--- src/rtl/conv_pkg.sv ---
// Shared definitions for the 3x3 streaming convolution engine.
//   DEFAULT_KERNEL : reset-time kernel (sums to 128, so with a shift of 7 it is unity gain)
//   coef_arr_t     : 9-entry kernel container, raster order (0 = top-left)
//   acc_width()    : accumulator width needed to sum nine pixel*coefficient products
//   sat()          : clamp a wide signed value into a dout_w-bit signed range
package conv_pkg;

    localparam int KERNEL_N = 9;

    typedef logic signed [31:0] coef_arr_t [KERNEL_N];

    localparam coef_arr_t DEFAULT_KERNEL = '{
        32'sd8,  32'sd16, 32'sd8,
        32'sd16, 32'sd32, 32'sd16,
        32'sd8,  32'sd16, 32'sd8
    };

    // Each product is din_w+coef_w+1 bits; nine of them need four more bits of headroom.
    function automatic int acc_width(input int din_w, input int coef_w);
        return din_w + coef_w + 5;
    endfunction

    function automatic logic signed [63:0] sat(input logic signed [63:0] value, input int dout_w);
        logic signed [63:0] max_v;
        logic signed [63:0] min_v;
        max_v = (64'sd1 <<< (dout_w - 1)) - 64'sd1;
        min_v = -max_v - 64'sd1;
        if (value > max_v) begin
            return max_v;
        end else if (value < min_v) begin
            return min_v;
        end else begin
            return value;
        end
    endfunction

endpackage

--- src/rtl/line_buffer.sv ---
// Two cascaded row delay lines for the 3x3 window.
//   clk  : clock
//   en   : shift one pixel in (tied to the input handshake)
//   din  : incoming pixel
//   tap1 : pixel accepted DEPTH shifts ago (same column, previous row)
//   tap2 : pixel accepted 2*DEPTH shifts ago (same column, two rows up)
// Storage has no reset: stale contents only ever reach windows that are not flagged valid.
module line_buffer #(
    parameter int DEPTH = 8,
    parameter int WIDTH = 8
) (
    input  logic             clk,
    input  logic             en,
    input  logic [WIDTH-1:0] din,
    output logic [WIDTH-1:0] tap1,
    output logic [WIDTH-1:0] tap2
);

    logic [WIDTH-1:0] row0_r [DEPTH];
    logic [WIDTH-1:0] row1_r [DEPTH];

    // Shift both rows by one pixel; row1 is fed from the tail of row0.
    always_ff @(posedge clk) begin
        if (en) begin
            row0_r[0] <= din;
            row1_r[0] <= row0_r[DEPTH-1];
            for (int i = 1; i < DEPTH; i++) begin
                row0_r[i] <= row0_r[i-1];
                row1_r[i] <= row1_r[i-1];
            end
        end
    end

    assign tap1 = row0_r[DEPTH-1];
    assign tap2 = row1_r[DEPTH-1];

endmodule

--- src/rtl/conv3x3_stream.sv ---
// Streaming 3x3 convolution, valid-mode output in raster order.
//   clk, rst              : clock, synchronous active-high reset
//   coef_we/addr/wdata    : kernel write port (applied only while idle, addr 0..8)
//   in_valid/ready/data   : pixel stream in, frame position implied by count
//   out_valid/ready/data  : signed result stream out
//   out_last              : last result of a frame
//   busy                  : frame in progress or results still pending
// Pipeline: S1 products, S2 accumulate, S3 shift+saturate (output register).
// A single stall (output held and not taken) freezes every stage and the window.
module conv3x3_stream #(
    parameter int IMG_W     = 8,
    parameter int IMG_H     = 8,
    parameter int DIN_W     = 8,
    parameter int COEF_W    = 8,
    parameter int OUT_SHIFT = 7,
    parameter int DOUT_W    = 16
) (
    input  logic              clk,
    input  logic              rst,
    input  logic              coef_we,
    input  logic [3:0]        coef_addr,
    input  logic [COEF_W-1:0] coef_wdata,
    input  logic              in_valid,
    output logic              in_ready,
    input  logic [DIN_W-1:0]  in_data,
    output logic              out_valid,
    input  logic              out_ready,
    output logic [DOUT_W-1:0] out_data,
    output logic              out_last,
    output logic              busy
);

    import conv_pkg::*;

    localparam int CW     = $clog2(IMG_W);
    localparam int RW     = $clog2(IMG_H);
    localparam int PROD_W = DIN_W + COEF_W + 1;
    localparam int ACC_W  = acc_width(DIN_W, COEF_W);

    logic [CW-1:0]            col_r;
    logic [RW-1:0]            row_r;
    logic signed [COEF_W-1:0] coef_r [KERNEL_N];
    logic [DIN_W-1:0]         win_r [3][2];
    logic [DIN_W-1:0]         pix_s [KERNEL_N];
    logic [DIN_W-1:0]         tap1_s;
    logic [DIN_W-1:0]         tap2_s;
    logic signed [PROD_W-1:0] prod_r [KERNEL_N];
    logic signed [ACC_W-1:0]  acc_sum_s;
    logic signed [ACC_W-1:0]  acc_r;
    logic                     s1_valid_r, s1_last_r;
    logic                     s2_valid_r, s2_last_r;
    logic                     out_valid_r, out_last_r, busy_r;
    logic [DOUT_W-1:0]        out_data_r;

    logic stall_s, accept_s, first_px_s, last_px_s, win_ok_s, out_hs_s, frame_end_s;

    assign stall_s     = out_valid_r && !out_ready;
    assign in_ready    = !stall_s && !rst;
    assign accept_s    = in_valid && in_ready;
    assign first_px_s  = accept_s && (row_r == '0) && (col_r == '0);
    assign last_px_s   = accept_s && (row_r == RW'(IMG_H - 1)) && (col_r == CW'(IMG_W - 1));
    assign win_ok_s    = accept_s && (row_r >= RW'(2)) && (col_r >= CW'(2));
    assign out_hs_s    = out_valid_r && out_ready;
    // Counters back at (0,0) with nothing accepted means no later frame has started yet.
    assign frame_end_s = out_hs_s && out_last_r && !accept_s && (row_r == '0) && (col_r == '0);

    assign out_valid = out_valid_r;
    assign out_data  = out_data_r;
    assign out_last  = out_last_r;
    assign busy      = busy_r;

    line_buffer #(
        .DEPTH (IMG_W),
        .WIDTH (DIN_W)
    ) u_line_buffer (
        .clk  (clk),
        .en   (accept_s),
        .din  (in_data),
        .tap1 (tap1_s),
        .tap2 (tap2_s)
    );

    // Column/row position of the next pixel; wraps straight into the next frame.
    always_ff @(posedge clk) begin
        if (rst) begin
            col_r <= '0;
            row_r <= '0;
        end else if (accept_s) begin
            if (col_r == CW'(IMG_W - 1)) begin
                col_r <= '0;
                if (row_r == RW'(IMG_H - 1)) begin
                    row_r <= '0;
                end else begin
                    row_r <= row_r + RW'(1);
                end
            end else begin
                col_r <= col_r + CW'(1);
            end
        end
    end

    // Kernel registers; writes are honoured only between frames.
    always_ff @(posedge clk) begin
        if (rst) begin
            for (int k = 0; k < KERNEL_N; k++) begin
                coef_r[k] <= COEF_W'(DEFAULT_KERNEL[k]);
            end
        end else if (coef_we && !busy_r && (coef_addr <= 4'd8)) begin
            for (int k = 0; k < KERNEL_N; k++) begin
                if (coef_addr == 4'(k)) begin
                    coef_r[k] <= coef_wdata;
                end
            end
        end
    end

    // Current window: two registered columns plus the column arriving this cycle.
    always_comb begin
        for (int r = 0; r < 3; r++) begin
            pix_s[r*3]     = win_r[r][0];
            pix_s[r*3 + 1] = win_r[r][1];
        end
        pix_s[2] = tap2_s;
        pix_s[5] = tap1_s;
        pix_s[8] = in_data;
    end

    // Shift the window left by one column on every accepted pixel.
    always_ff @(posedge clk) begin
        if (accept_s) begin
            for (int r = 0; r < 3; r++) begin
                win_r[r][0] <= win_r[r][1];
                win_r[r][1] <= pix_s[r*3 + 2];
            end
        end
    end

    // S1 datapath: nine signed products (pixel zero-extended to stay positive).
    always_ff @(posedge clk) begin
        if (!stall_s) begin
            for (int k = 0; k < KERNEL_N; k++) begin
                prod_r[k] <= PROD_W'($signed({1'b0, pix_s[k]})) * PROD_W'(coef_r[k]);
            end
        end
    end

    // S2 sum of products, sign-extended to the accumulator width.
    always_comb begin
        acc_sum_s = '0;
        for (int k = 0; k < KERNEL_N; k++) begin
            acc_sum_s = acc_sum_s + ACC_W'(prod_r[k]);
        end
    end

    // S2 datapath register.
    always_ff @(posedge clk) begin
        if (!stall_s) begin
            acc_r <= acc_sum_s;
        end
    end

    // Pipeline control: valid and last flags follow the data one stage per unstalled cycle.
    always_ff @(posedge clk) begin
        if (rst) begin
            s1_valid_r  <= 1'b0;
            s1_last_r   <= 1'b0;
            s2_valid_r  <= 1'b0;
            s2_last_r   <= 1'b0;
            out_valid_r <= 1'b0;
            out_last_r  <= 1'b0;
            out_data_r  <= '0;
        end else if (!stall_s) begin
            s1_valid_r  <= win_ok_s;
            s1_last_r   <= last_px_s;
            s2_valid_r  <= s1_valid_r;
            s2_last_r   <= s1_valid_r && s1_last_r;
            out_valid_r <= s2_valid_r;
            out_last_r  <= s2_valid_r && s2_last_r;
            if (s2_valid_r) begin
                out_data_r <= DOUT_W'(sat(64'(acc_r) >>> OUT_SHIFT, DOUT_W));
            end
        end
    end

    // Busy spans first pixel of a frame through the handshake of its last result.
    always_ff @(posedge clk) begin
        if (rst) begin
            busy_r <= 1'b0;
        end else if (first_px_s) begin
            busy_r <= 1'b1;
        end else if (frame_end_s) begin
            busy_r <= 1'b0;
        end
    end

endmodule

--- config.mk ---
export PLATFORM = sky130hd
export DESIGN_NAME = conv3x3_stream
export DESIGN_NICKNAME = d
export VERILOG_FILES = /design/src/rtl/conv_pkg.sv /design/src/rtl/line_buffer.sv /design/src/rtl/conv3x3_stream.sv
export SDC_FILE = /design/constraint.sdc
export NUM_CORES = 2
export LEC_CHECK = 0
export CAP_MARGIN = 20
export CORE_MARGIN = 4
export CORE_UTILIZATION = 65
export CTS_CLUSTER_DIAMETER = 80
export DETAILED_ROUTE_END_ITERATION = 8
export MAX_ROUTING_LAYER = met4
export PLACE_DENSITY = 0.89
export SYNTH_ARGS = -nofsm -noshare
export SYNTH_HDL_FRONTEND = slang
export SYNTH_SLANG_ARGS = --single-unit
--- constraint.sdc ---
create_clock -name clk -period 8.1 [get_ports clk]
set_input_delay 0.81 -clock clk [delete_from_list [all_inputs] [get_ports clk]]
set_output_delay 0.81 -clock clk [all_outputs]
set_load 0.1 [all_outputs]
Word level (Yosys, flattened, before mapping)
Memories as Yosys holds them, arrays and structs flattened.
Cells that the tools add are included.
{ "classes": {"n_addsub": 10, "n_mul": 9, "n_lt_le_gt_ge": 5, "n_eq_ne": 10, "n_mux": 56, "n_bitwise": 10, "n_reduce_logical": 29} }
{ "op_table": {"columns": ["operator", "count"], "rows": [
  ["multiplier 9 x 8 -> 17 bit", 9],
  ["adder 21 x 17 -> 21 bit", 4],
  ["2-to-1 mux 8 bit", 9],
  ["2-to-1 mux 1 bit", 43],
  ["2-to-1 mux 16 bit", 2],
  ["adder 20 x 17 -> 21 bit", 1],
  ["adder 19 x 17 -> 20 bit", 1],
  ["adder 18 x 17 -> 19 bit", 1],
  ["adder 17 x 17 -> 18 bit", 1],
  ["logical AND 1 bit", 18],
  ["equality test 4 x 3 -> 1 bit, second input constant", 4],
  ["> comparator 14 x 16 -> 1 bit, second input constant", 1],
  ["< comparator 14 x 16 -> 1 bit, second input constant", 1],
  ["OR 1 bit", 9],
  ["equality test 4 x 2 -> 1 bit, second input constant", 2],
  ["adder 3 x 1 -> 3 bit, second input constant", 2],
  ["equality test 3 bit, second input constant", 2],
  [">= comparator 3 x 2 -> 1 bit, second input constant", 2],
  ["zero test 3 bit", 2],
  ["2-to-1 mux 3 bit", 2],
  ["zero test 1 bit", 5],
  ["equality test 4 x 1 -> 1 bit, second input constant", 1],
  ["equality test 4 bit, second input constant", 1],
  ["<= comparator 4 bit, second input constant", 1],
  ["other kinds (4)", 5]
]} }
{ "totals": {"reg_bits": 50, "ram_bits": 401, "inputBits": 25, "word_cells": 145, "mem_count": 5} }
{ "memory_table": {"columns": ["memory", "words", "width", "read_ports", "rd_ports_with_merged_regs", "write_ports", "line_no", "source"], "rows": [
  ["prod_r", 9, 17, 9, 0, 9, "conv3x3_stream.sv:47", "logic signed [PROD_W-1:0] prod_r [KERNEL_N];"],
  ["coef_r", 9, 8, 9, 0, 9, "conv3x3_stream.sv:42", "logic signed [COEF_W-1:0] coef_r [KERNEL_N];"],
  ["u_line_buffer.row0_r", 8, 8, 8, 0, 8, "line_buffer.sv:19", "logic [WIDTH-1:0] row0_r [DEPTH];"],
  ["u_line_buffer.row1_r", 8, 8, 8, 0, 8, "line_buffer.sv:20", "logic [WIDTH-1:0] row1_r [DEPTH];"],
  ["win_r", 3, 16, 3, 0, 3, "conv3x3_stream.sv:43", "logic [DIN_W-1:0] win_r [3][2];"]
]} }

Logic depth before layout (Yosys ltp)
{ "logic_depth": {"ltp_word": 11, "ltp_mapped": 18} }

Cells and area by module
From an unflattened synthesis, not the netlist that was laid out.
{ "unflattened": {"hier_cells": 3423, "hier_area_um2": 37851.3} }
{ "by_module_without_submodules": {"columns": ["mod", "n_inst", "cells_per_inst", "area_each_um2", "seq_area_each_um2"], "rows": [
  ["conv3x3_stream", 1, 3279, 33887.5, 9178.8],
  ["line_buffer", 1, 144, 3963.8, 3843.7]
]} }

Worst setup path after synthesis
Ideal clock, no wire load.
{ "synth_timing": {"path_type": "register -> register", "from": "reg out_valid_r, in the netlist out_valid", "to": "reg row_r[1]", "arrival_time_ns": 5.811, "required_time_ns": 8.035, "slack_ns": 2.224, "stages_incl_launch_ff": 8, "cell_sequence": "dfxtp_1 -> nor2b_1 -> buf_4 -> nor3b_4 -> nand2_1 -> nor3b_1 -> a21oi_1 -> nor2_1"} }
{ "synth_between": {"elab_chain_len": 5} }
{ "synth_rtl": {"columns": ["element", "line_no", "source"], "rows": [
  ["from (decl)", "conv3x3_stream.sv:52", "logic out_valid_r, out_last_r, busy_r;"],
  ["from (signal assigned)", "conv3x3_stream.sv:177", "out_valid_r <= s2_valid_r;"],
  ["logical AND 1 bit", "conv3x3_stream.sv:57", "assign stall_s = out_valid_r && !out_ready;"],
  ["zero test 1 bit", null, null],
  ["logical AND 1 bit", "conv3x3_stream.sv:58", "assign in_ready = !stall_s && !rst;"],
  ["logical AND 1 bit", "conv3x3_stream.sv:59", "assign accept_s = in_valid && in_ready;"],
  ["via accept_s", "conv3x3_stream.sv:55", "logic stall_s, accept_s, first_px_s, last_px_s, win_ok_s, out_hs_s, frame_end_s;"],
  ["AND reduction 2 bit (no source line)", null, null],
  ["to (signal assigned)", "conv3x3_stream.sv:94", "row_r <= row_r + RW'(1);"],
  ["to (decl)", "conv3x3_stream.sv:41", "logic [RW-1:0] row_r;"]
]} }
The timed path passes the listed nets, and every way through them passes these cells.
A chain may end at the register's enable or synchronous reset.

==> flow_summary.json <==
{
  "crit_fanout": 9,
  "die_x_um": 244,
  "antenna_found_initial": 3,
  "syn_to_final_growth_pct": 8.08,
  "highest_layer": "met4",
  "clk_latency_ps": 610,
  "cts_root_buf": "clkbuf_16",
  "die_y_um": 244,
  "synthesis.area_mm2": 0.0362,
  "critPathArrivalTime_ps": 5260,
  "core_mm2": 0.0551,
  "cts_resized": 0,
  "track_usage_pct": 29.6,
  "final_nets": 4204,
  "clk_pin_slew_ps": 60,
  "worstSetupPathType": "reg2reg",
  "clock-sinks": 411,
  "slew_violations": 0,
  "wl_um": 83100,
  "route.detailed.drc": 0,
  "synth-seq-cells": 411,
  "crit_path_start_kind": "flop",
  "antenna_left": 0,
  "clockBufferDepth": 3,
  "synth_edf_count": 383,
  "worstSetupEndpointType": "flop",
  "synthCells": 3224,
  "setup_violations": 0,
  "maxCapViolCount": 0,
  "grt_pass1_vias": 24800,
  "synth_nets": 4116,
  "ctsHoldBuffers": 0,
  "worstPathRequired_ps": 8460,
  "place_ws_ps": 2670,
  "synthFlopType": "edfxtp_1",
  "grt_pass1_wl_um": 133000,
  "io_pins": 45,
  "outcome": "finished clean",
  "slew_headroom_pct": 31.6,
  "setup_ws_ps": 3200,
  "n_fill_cell": 3654,
  "register_area_mm2": 0.0121,
  "port_buffers": 44,
  "syn_area_per_cell_um2": 11.2,
  "ys_seq_area_share_pct": 33.4,
  "cts_buffers": 45,
  "vias_per_cell": 5.73,
  "period_share_pct": 60.4,
  "initial_core_util_pct": 65.6,
  "tightest_slew_ps": 1030,
  "overflow": 0,
  "dr_wl_met2_um": 40900,
  "async_reset_ff_share_pct": 0,
  "multiInputGateArea_mm2": 0.0215,
  "synth_cell_types": 62,
  "h-tree-depth": 2,
  "fin_crit_ps": 4900,
  "dieArea_mm2": 0.0595,
  "wl_per_cell_um": 20.3,
  "wl_met1_um": 31000,
  "first_pass_iters": 6,
  "via_count": 23500,
  "drive_gt1_share_pct": 3.56,
  "dp_hpwl_um": 62900,
  "fmax_mhz": 204,
  "cts_tree": "built",
  "met3_wirelength_um": 6410,
  "rsz0062_at_grt": "no",
  "skew_ps": 33.1,
  "setup-tns-final_ps": 0,
  "num_rows": 86,
  "drtIter0Drc": 2003,
  "hold_class": "reg2reg",
  "hold_viol": 0,
  "grt_max_degree": 96,
  "post_cts_buffers": 0,
  "gp_congestion": 0.930,
  "yosysWarnings": 0
}
==> worst max-delay path, stage by stage, from the launching register on <==
cell and delay (ps):
edfxtp_1 560, and2_1 260, fa_1 530, inv_1 50, fa_1 530, inv_1 50, fa_1 500, fa_1 470
ha_1 370, o21ai_0 160, o21ai_1 210, and4b_1 260, nor2_1 70, a211oi_1 300, xor2_1 350
==> Yosys cell counts (13+ instances only) <==
| cell type | number | share of area, % |
|---|---|---|
| a21oi_1 | 97 | 1.3 |
| nand2b_1 | 67 | 1.2 |
| nor3_1 | 32 | 0.44 |
| xnor2_1 | 96 | 2.3 |
| o21a_1 | 18 | 0.37 |
| o21ai_0 | 28 | 0.39 |
| or3_1 | 16 | 0.28 |
| o31ai_1 | 13 | 0.27 |
| inv_1 | 688 | 7.1 |
| nand3_1 | 26 | 0.36 |
| nor2b_1 | 18 | 0.31 |
| a21o_1 | 19 | 0.39 |
| fa_1 | 454 | 25 |
| and2_1 | 296 | 5.1 |
| a211oi_1 | 13 | 0.27 |
| nand2_1 | 293 | 3.0 |
| dfxtp_1 | 28 | 1.6 |
| nor2_1 | 101 | 1.0 |
| ha_1 | 413 | 14 |
| edfxtp_1 | 383 | 32 |
==> flip-flops by register name, indices dropped and copies added (netlist names), 3 cells and up <==
| register | flops |
|---|---|
| coef_r | 72 |
| prod_r | 153 |
| u_line_buffer.row1_r | 64 |
| u_line_buffer.row0_r | 49 |
| acc_r | 14 |
| out_data | 15 |
| row_r | 3 |
| win_r | 31 |
| col_r | 3 |
==> area by class of cell <==
| class | instances | share of cell area [%] |
|---|---|---|
| antenna | 7 | 0.0448 |
| clock buffer | 58 | 3.16 |
| clock inverter | 24 | 0.724 |
| inverter | 688 | 6.62 |
| multi-input combinational | 2116 | 54.9 |
| sequential | 411 | 30.9 |
| tap | 748 | 2.39 |
| timing repair buffer | 50 | 1.24 |
==> cell usage in the layout, fill, tap and decap left out, types with 13 or more instances in the layout <==
cell / Yosys / routed
a211oi_1: 13 / 13
a21o_1: 19 / 19
a21oi_1: 97 / 97
and2_1: 296 / 296
clkbuf_16: 0 / 46
clkdlybuf4s50_1: 0 / 44
dfxtp_1: 28 / 28
edfxtp_1: 383 / 383
fa_1: 454 / 454
ha_1: 413 / 413
inv_1: 688 / 687
nand2_1: 293 / 293
nand2b_1: 67 / 67
nand3_1: 26 / 26
nor2_1: 101 / 101
nor2b_1: 18 / 18
nor3_1: 32 / 32
o21a_1: 18 / 18
o21ai_0: 28 / 28
o31ai_1: 13 / 13
or3_1: 16 / 16
xnor2_1: 96 / 96
==> layer usage <==
metal / track usage, % / up-vias
met5: - / -
met4: 14.8 / 0
met3: 5.15 / 268
met2: 48.0 / 1036
met1: 36.2 / 11700
li1: - / 10500
==> stage by stage <==
stage / cells / hold WS, ps / util, % / instance area, µm²
global placement: 4013 / 401 / 68.1 / 37500
floorplan: 3224 / 400 / - / 36200
finish: 4102 / 415 / 70.9 / 39100
detailed placement: 4013 / 405 / 68.1 / 37500
global route: 4100 / 422 / 70.9 / 39100
CTS: 4095 / 418 / 70.9 / 39100
==> cell families (layout without fill, tap and decap cells) <==
group,count (synthesis),after routing,share of synthesized area [%]
simple gates,887,887,12.6
fa+ha+maj,867,867,39.4
buf+inv,697,820,7.26
flops,411,411,33.4
compound gates,258,258,4.89
xor+xnor,104,104,2.52
other cells,0,7,0
==> path summary, 6_finish.rpt <==
path                              startpoint                          to  slack (ps)  cells after the start
hold reg to reg   u_line_buffer.row0_r[2][0]  u_line_buffer.row0_r[2][8]         420                      0
setup reg to reg                 win_r[0][5]               prod_r[0][32]        3200                     14
hold / removal    u_line_buffer.row0_r[2][0]  u_line_buffer.row0_r[2][8]         420                      0
setup / recovery                 win_r[0][5]               prod_r[0][32]        3200                     14
Power is not shown: default switching activity piles up to over one toggle a cycle in this logic, so the estimate is an artifact.
